`src/rtl/snn_pkg.sv`:
```
// Shared definitions for the spiking encoder blocks:
// LFSR taps, default seed and the encoder FSM state type.
package snn_pkg;

  localparam logic [15:0] LFSR_TAPS    = 16'h080B;
  localparam logic [15:0] DEFAULT_SEED = 16'hACE1;

  typedef enum logic {
    IDLE = 1'b0,
    RUN  = 1'b1
  } state_t;

  // An all-zero LFSR would lock up, so zero maps to one.
  function automatic logic [15:0] fix_seed(
    input logic [15:0] s
  );
    return (s == 16'h0000) ? 16'h0001 : s;
  endfunction

endpackage

```
`src/rtl/prng16.sv`:
```
// 16-bit right-shifting Fibonacci LFSR with load and step enable.
// Load has priority over step.
module prng16
  import snn_pkg::*;
#(
  parameter logic [15:0] RESET_SEED = DEFAULT_SEED
) (
  input  logic        clk,
  input  logic        rst_n,
  input  logic        load,
  input  logic [15:0] load_value,
  input  logic        step,
  output logic [15:0] value
);

  logic fb;

  assign fb = ^(value & LFSR_TAPS);

  always_ff @(posedge clk or negedge rst_n) begin
    if (!rst_n) begin
      value <= fix_seed(RESET_SEED);
    end else if (load) begin
      value <= fix_seed(load_value);
    end else if (step) begin
      value <= {fb, value[15:1]};
    end
  end

endmodule

```
`src/rtl/poisson_encoder.sv`:
```
// Rate-to-spike encoder: one rate word becomes NUM_STEPS
// Bernoulli spike beats, p = rate/256, driven by a shared LFSR.
module poisson_encoder
  import snn_pkg::*;
#(
  parameter int unsigned NUM_STEPS  = 16,
  parameter logic [15:0] RESET_SEED = DEFAULT_SEED
) (
  input  logic        clk,
  input  logic        rst_n,
  input  logic        seed_load,
  input  logic [15:0] seed,
  input  logic        in_valid,
  output logic        in_ready,
  input  logic [7:0]  in_rate,
  output logic        spike_valid,
  input  logic        spike_ready,
  output logic        spike,
  output logic [15:0] step_idx,
  input  logic        abort,
  output logic        done
);

  localparam logic [15:0] LAST = 16'(NUM_STEPS - 1);

  state_t      state;
  logic [7:0]  rate_reg;
  logic [15:0] lfsr;
  logic        accept;
  logic        lfsr_load;
  logic        lfsr_step;

  assign in_ready    = (state == IDLE);
  assign spike_valid = (state == RUN);
  assign accept      = spike_valid & spike_ready;
  assign lfsr_load   = in_ready & seed_load;
  // An aborted beat leaves the LFSR where it was.
  assign lfsr_step   = accept & ~abort;
  assign spike       = spike_valid & (lfsr[7:0] < rate_reg);

  prng16 #(
    .RESET_SEED(RESET_SEED)
  ) u_prng (
    .clk       (clk),
    .rst_n     (rst_n),
    .load      (lfsr_load),
    .load_value(seed),
    .step      (lfsr_step),
    .value     (lfsr)
  );

  always_ff @(posedge clk or negedge rst_n) begin
    if (!rst_n) begin
      state    <= IDLE;
      rate_reg <= 8'd0;
      step_idx <= 16'd0;
      done     <= 1'b0;
    end else begin
      done <= 1'b0;
      unique case (state)
        IDLE: begin
          if (in_valid) begin
            state    <= RUN;
            rate_reg <= in_rate;
            step_idx <= 16'd0;
          end
        end
        RUN: begin
          if (abort) begin
            state <= IDLE;
          end else if (spike_ready) begin
            if (step_idx == LAST) begin
              state <= IDLE;
              done  <= 1'b1;
            end else begin
              step_idx <= step_idx + 16'd1;
            end
          end
        end
        default: state <= IDLE;
      endcase
    end
  end

endmodule

```
`config.mk`:
```
export PLATFORM = sky130hd
export DESIGN_NAME = poisson_encoder
export DESIGN_NICKNAME = d
export VERILOG_FILES = /design/src/rtl/snn_pkg.sv /design/src/rtl/prng16.sv /design/src/rtl/poisson_encoder.sv
export SDC_FILE = /design/constraint.sdc
export NUM_CORES = 1
export LEC_CHECK = 0
export BUFFER_PORTS_ARGS = -buffer_cell sky130_fd_sc_hd__buf_2
export CAP_MARGIN = 30
export CORE_ASPECT_RATIO = 1.75
export CORE_MARGIN = 3
export CORE_UTILIZATION = 53
export CTS_CLUSTER_DIAMETER = 80
export DETAILED_ROUTE_END_ITERATION = 6
export GPL_TIMING_DRIVEN = 0
export HOLD_SLACK_MARGIN = 0.15
export PLACE_DENSITY_LB_ADDON = 0.12
export SKIP_LAST_GASP = 1
export SYNTH_ARGS = -nofsm -noshare
export SYNTH_HDL_FRONTEND = slang
export SYNTH_SLANG_ARGS = --single-unit
```
`constraint.sdc`:
```
create_clock -name clk -period 2.4 [get_ports clk]
set_clock_uncertainty 0.1 [all_clocks]
set_input_delay 0.36 -clock clk [delete_from_list [all_inputs] [get_ports clk]]
set_output_delay 0.36 -clock clk [all_outputs]
set_load 0.01 [all_outputs]
```
After elaboration in Yosys (flattened, before gate mapping)

Index checks and enable logic that the tools add are counted.

Output and inout bits: 20
Bits of input ports: 30
Flip-flop bits (word level): 42
Logic and storage cells: 40

$add $sub $neg: 1
Reductions and logical operators: 5
Order comparisons: 1
Equal/unequal tests: 5
Bitwise operators: 6
Mux-type cells: 17

Operator list:

| operator                | number |
|---|---|
| $mux W16                | 7 |
| $pmux W16 S2            | 1 |
| $add A16 B1 Y16 const B | 1 |
| $eq A16 B4 Y1 const B   | 1 |
| $logic_not A16 Y1       | 1 |
| $reduce_xor A16 Y1      | 1 |
| $lt A8 B8 Y1            | 1 |
| $mux W1                 | 8 |
| $ne A2 B2 Y1 const B    | 4 |
| $and A1 B1 Y1           | 4 |
| $reduce_and A4 Y1       | 1 |
| $not A1 Y1              | 2 |
| $pmux W1 S2             | 1 |
| $reduce_and A2 Y1       | 1 |
| $reduce_bool A2 Y1      | 1 |

Logic depth before layout (Yosys ltp)

Gate-level depths: netlist (run 1).

Depth in word-level cells: 5
Gate-level depth with buffers: 7
Depth with buffers taken out: 6

Modules after synthesis

From an unflattened synthesis (run 1), not the netlist that was laid out.

Cells, all modules: 241
Area total of the unflattened synthesis: 2436.1 um2

By module, submodules not included:

| module          | instances | cells each | area each (um2) | sequential area each (um2) |
|---|---|---|---|---|
| poisson_encoder | 1         | 162        | 1576.5          | 650.6 |
| prng16          | 1         | 79         | 859.6           | 410.4 |

Worst setup path before layout (run 1)

OpenSTA, ideal clock, no wires.

Path type: register to output
From: reg u_prng.value[1]
To: out spike
Data arrival time: 1.417 ns
Path buffers: 0
Setup slack: 0.523 ns
Stages on the path, launching flop included: 6
Required time: 1.940 ns
Cell sequence: dfrtp_1 ha_1 a21o_1 a211oi_1 nor3_1 a211oi_1

Word-level cells in the longest chain between the ends: 2

Ends and longest elaborated chain:

| what                   | RTL line              | text |
|---|---|---|
| from (decl)            | prng16.sv:13          | `output logic [15:0] value` |
| from (signal assigned) | prng16.sv:22          | `value <= fix_seed(RESET_SEED);` |
| from (signal assigned) | prng16.sv:24          | `value <= fix_seed(load_value);` |
| from (signal assigned) | prng16.sv:26          | `value <= {fb, value[15:1]};` |
| $lt A8 B8 Y1           | poisson_encoder.sv:39 | `assign spike = spike_valid & (lfsr[7:0] < rate_reg);` |
| $and A1 B1 Y1          | poisson_encoder.sv:39 |  |
| to (decl)              | poisson_encoder.sv:18 | `output logic spike,` |

Every way passes these cells.

Worst setup path after layout (run 1)

Same ends and word-level chain as after synthesis.

==> results of run 1 <==
-- cells in the final DEF (no fill, tap or decap), drive strengths merged, types with 10 or more instances in the layout --
cell    instances
nand2          46
dfrtp          34
o21ai          26
nand3          10
clkbuf         12
nor2           22
inv            13
a21oi          13
buf            54
-- where the power goes --
part	internal, mW	total (mW)	switching [mW]	leakage (nW)
sequential	0.839	0.912	0.0730	0.523
combinational	0.202	0.464	0.262	0.710
clock	0.311	0.569	0.258	0.0514
total	1.35	1.94	0.593	1.28
-- cell families (layout without fill, tap and decap cells) --
family                   Yosys count  in the layout
buffers and inverters             23             83
multiplexers                       5              5
AO/OA/AOI/OAI                     57             57
adder cells (fa/ha/maj)            8              8
XOR/XNOR                           4              4
AND/OR/NAND/NOR                  110            110
flip-flops                        42             42
-- area by class of cell --
cell class                      count  share of cell area, %
Buffer                             10                  1.706
Clock buffer                        6                  2.749
Clock inverter                      2                  1.422
Inverter                           13                  1.848
Multi-Input combinational cell    184                  39.48
Sequential cell                    42                  40.19
Tap cell                           48                  2.275
Timing Repair Buffer               52                  10.33
-- critical path, delay by kind of cell (launching register included) --
family	cells	cell delay, ns
compound gates	3	0.63
fa+ha+maj	1	0.27
buf+inv	1	0.17
flops	1	0.41
simple gates	1	0.06
-- routing by layer --
metal	global-route usage [%]	share of wire, %	wire length (um)
met5	0	0	0
met4	8.108	1.5	80
met3	5.419	4.7	260
met2	43.18	56	3083
met1	27.15	37	2052
-- worst max path at each step --
stage | to | from | cells past startpoint
floorplan | spike | u_prng.value[1]$_DFFE_PN0P_ | 5
global placement | step_idx[3]$_DFFE_PN0P_ | step_idx[8]$_DFFE_PN0P_ | 5
detailed placement | step_idx[5]$_DFFE_PN0P_ | step_idx[8]$_DFFE_PN0P_ | 5
CTS | spike | u_prng.value[1]$_DFFE_PN0P_ | 6
global route | spike | u_prng.value[1]$_DFFE_PN0P_ | 6
finish | spike | u_prng.value[1]$_DFFE_PN0P_ | 6
-- what timing repair did --
action	4_1_cts	5_1_grt
endpoints found under the hold margin	34	1
gates resized for setup	0	1
buffers inserted	0	1
endpoints found under the setup margin	0	1
hold buffers	1	1
==> impl_metrics.toml, run 1 <==
[die]
initial_core_util_pct = 55.62
fp-row-count = 30
ios = 50
die_h_um = 91.08
fp.dieArea_sq_um = 4974
core_sq_um = 3941
die_width_um = 54.62

[cts]
numCtsBuffers = 5
clock_latency_ns = 0.30
cts_sinks = 42
cts_tree = "yes"
root_buffer = "clkbuf_8"
clk_path_buf_depth = 2
path_clk_slew_ns = 0.09
htree_levels = 2

[drt]
num_vias = 2046
drtIter0Drc = 60
post_drt_wl_per_cell_um = 15.34
drc = 0
avgViaCountPerCell = 5.731
routed_wl_um = 5477
postRouteAntennaNets = 0
dr.pass1.iters = 4

[cells_and_area]
regArea_sq_um = 1061
synthToLayoutAreaGrowth_pct = 20.43
layout-drive-gt1-share_pct = 22.98
antenna-diode-count = 0
nFillCells = 379
layout.cells.non_filler = 357
multi_input_area_sq_um = 1042
fin_util_pct = 66.98
design_area_sq_um = 2640
nets = 346

[critical_path]
crit_fanout = 2
timing.rr.end = "step_idx[5]$_DFFE_PN0P_"
path_class = "flop to primary output"
end_kind = "primary output"
worstPathRequired_ns = 1.94
critPathArrivalTime_ns = 1.86
start_kind = "flop"
crit_chain = "ha_1, a21o_1, a211oi_2, nor3_1, a211oi_1, buf_2"
cpMaxStageDelayCell = "dfrtp_1"
r2r-start = "step_idx[8]$_DFFE_PN0P_"
reg2reg_depth = 5
rrSetupSlack_ns = 0.31
slowest_delay_ns = 0.41

[place]
dpl.hpwl_um = 4064
portBuffers = 49
place_inst = 346
placed_area_sq_um = 2497
place_congestion = 0.8198
pre_cts_ws_ns = 0.3571

[synthesis]
ys_seq_elements = 42
synth_top_family_by_area = "simple AND/OR/NAND/NOR gates"
syn_area_per_cell_sq_um = 8.804
yosys_most_used_dff = "dfrtp_1"
yosysUniqueCellTypes = 33
async_flop_share_pct = 100.0
yosysTopAreaCell = "dfrtp_1"
synth-compound-area-share_pct = 14.84
synth.net_count = 287
synth.area.mux_share_pct = 2.283
yosys.area_share.simple_pct = 24.03
synth_seq_area_share_pct = 48.40
synth.area.top_cells = "dfrtp_1 39%, dfstp_2 9.6%, nand2_1 7.9%"
synth_area_sq_um = 2192
synth_edf_count = 0
ys_top_cells_by_count = "46 x nand2_1, 34 x dfrtp_1, 26 x o21ai_0"
synth_cells = 249
synth_top_area_share_pct = 38.81
synth_fa_ha_area_share_pct = 4.566
synth.most_common_cell = "nand2_1"
ys_warn_count = 0
synth_xor_area_share_pct = 1.598

[pwr]
irDropWorstVdd_mv = 0.5464
power.density_nw_per_um2 = 736.6
fin_total_pwr_mw = 1.945
p_leak_nw = 1.285

[global_route]
grt_max_degree = 43
track_usage_pct = 24.49
grt_pass1_wl_um = 8963
grt_antenna_before_repair = 0
grt_pass1_vias = 1965
grt_overflow = 0

[min_path]
hp-class = "input port to flop"
holdPathStages = 2
holdPathEnd = "spike_valid$_DFF_PN0_"
min-delay-start = "abort"

[sta]
worstMarginPinSlew_ns = 0.9440
finalHoldViolCount = 0
rsz0062_at_grt = "yes"
finalSetupViolCount = 0
final.setup.tns_ns = 0
hold_ws_ns = 0.1570
worst_slack_ns = 0.08322
period_share_pct = 96.53
final_max_slew_viol_count = 0
post-route-min-period_ns = 2.317
slew-limit-headroom_pct = 37.07
fmaxAchievable_mhz = 431.6

[run]
drv_cap = 0

[status]
status = "finished clean"
Note: power is estimated with default switching activity, not from simulation.
==> inputs of run 2 (changes only) <==
--- a/config.mk
+++ b/config.mk
@@ -10,6 +10,7 @@
 export CORE_ASPECT_RATIO = 1.75
 export CORE_MARGIN = 3
 export CORE_UTILIZATION = 53
+export CTS_BUF_LIST = sky130_fd_sc_hd__clkbuf_16
 export CTS_CLUSTER_DIAMETER = 80
 export DETAILED_ROUTE_END_ITERATION = 6
 export GPL_TIMING_DRIVEN = 0
==> impl_metrics.toml, run 2 (synthesized netlist as in run 1, its figures left out) <==
[drt]
dr.pass1.iters = 5
drc = 0
post_drt_wl_per_cell_um = 15.80
drtIter0Drc = 56
routed_wl_um = 5609
postRouteAntennaNets = 0
num_vias = 2068
avgViaCountPerCell = 5.825

[global_route]
grt_pass1_vias = 1987
track_usage_pct = 24.49
grt_antenna_before_repair = 0
grt_overflow = 0
grt_max_degree = 43
grt_pass1_wl_um = 9039

[critical_path]
critPathArrivalTime_ns = 1.86
worstPathRequired_ns = 1.94
start_kind = "flop"
slowest_delay_ns = 0.42
crit_chain = "ha_1, a21o_1, a211oi_2, nor3_1, a211oi_1, buf_2"
cpMaxStageDelayCell = "dfrtp_1"
path_class = "flop to primary output"
crit_buf_inv = 1
worst_path_dominant_cell_family = "compound AO/OA/AOI/OAI gates"
crit_fanout = 3
end_kind = "primary output"

[die]
fp-row-count = 30
initial_core_util_pct = 55.62
die_h_um = 91.08
die_width_um = 54.62
fp.dieArea_sq_um = 4974
ios = 50
core_sq_um = 3941

[cells_and_area]
final_cell_mix = "52 x buf_2, 46 x nand2_1, 34 x dfrtp_1"
layout-drive-gt1-share_pct = 23.13
layout.cells.non_filler = 355
layout_commonest_cell = "buf_2"
nets = 344
antenna-diode-count = 0
synthToLayoutAreaGrowth_pct = 22.09

[sta]
rsz0062_at_grt = "yes"
final_max_slew_viol_count = 0
slew-limit-headroom_pct = 37.13
hold_ws_ns = 0.1205
worstMarginPinSlew_ns = 0.9431
post-route-min-period_ns = 2.323
finalSetupViolCount = 0
finalHoldViolCount = 0
period_share_pct = 96.78
fmaxAchievable_mhz = 430.5

[place]
portBuffers = 49
place_congestion = 0.8198
dpl.hpwl_um = 4064
place_inst = 346

[cts]
clock_latency_ns = 0.28
root_buffer = "clkbuf_16"
numCtsBuffers = 5
path_clk_slew_ns = 0.06
clk_path_buf_depth = 2
cts_tree = "yes"
cts_sinks = 42
htree_levels = 2

[pwr]
p_leak_nw = 1.306
irDropWorstVdd_mv = 0.6222
power.density_nw_per_um2 = 800.9
fin_total_pwr_mw = 2.144

[status]
status = "finished clean"

[run]
drv_cap = 0

[min_path]
hp-class = "input port to asynchronous set/reset pin"
==> run 2: metrics by stage <==
| step | cell area (sq um) | setup slack (ns) | utilization, % | TNS (ns) |
|---|---|---|---|---|
| 5_1_grt | 2676 | -0.02406 | 67.90 | -0.02406 |
| 4_1_cts | 2664 | 0.09495 | 67.59 | 0 |
| 3_5_place_dp | 2497 | 0.3571 | 63.37 | 0 |
| 6_report | 2676 | 0.07733 | 67.90 | 0 |
| 2_1_floorplan | 2192 | 0.5230 | - | 0 |
| 3_3_place_gp | 2497 | 0.3328 | 63.37 | 0 |
==> run 2: power by group <==
| group | switching (mW) | total, mW | internal, mW |
|---|---|---|---|
| Sequential | 0.0770 | 0.917 | 0.840 |
| Clock | 0.273 | 0.760 | 0.487 |
| Combinational | 0.265 | 0.466 | 0.201 |
| Total | 0.616 | 2.14 | 1.53 |
==> run 2: worst paths after layout <==
kind	start	end	slack (ns)	cells after the start
max	u_prng.value[1]$_DFFE_PN0P_	spike	0.08	6
min in group clk	in_rate[0]	rate_reg[0]$_DFFE_PN0P_	0.18	3
max in group asynchronous	rst_n	u_prng.value[4]$_DFFE_PN0P_	1.49	1
min reg2reg	rate_reg[0]$_DFFE_PN0P_	rate_reg[0]$_DFFE_PN0P_	0.38	2
min	rst_n	step_idx[9]$_DFFE_PN0P_	0.12	1
max reg2reg	step_idx[8]$_DFFE_PN0P_	step_idx[3]$_DFFE_PN0P_	0.24	5
==> run 2: per-layer routing <==
layer	GRT usage [%]	share of wire (%)	vias to the layer above
met2	43.58	57	62
met5	0	0	-
li1	-	-	998
met4	9.563	1.9	0
met1	26.85	37	1000
met3	4.105	4.3	8
==> run 2: area by class of cell <==
cell class                 instances  area [sq um]
buffer                            10         45.04
clock buffer                       5         125.1
clock inverter                     3         41.29
fill                             360          1265
inverter                          13         48.80
multi-input combinational        184          1042
sequential                        42          1061
tap                               48         60.06
timing repair buffer              50         252.7
==> run 2: repair_timing <==
action / in CTS / in global routing
hold buffers: 0 / 0
gates resized for setup: 0 / 1
endpoints found under the setup margin: 0 / 1
buffers inserted: 0 / 1
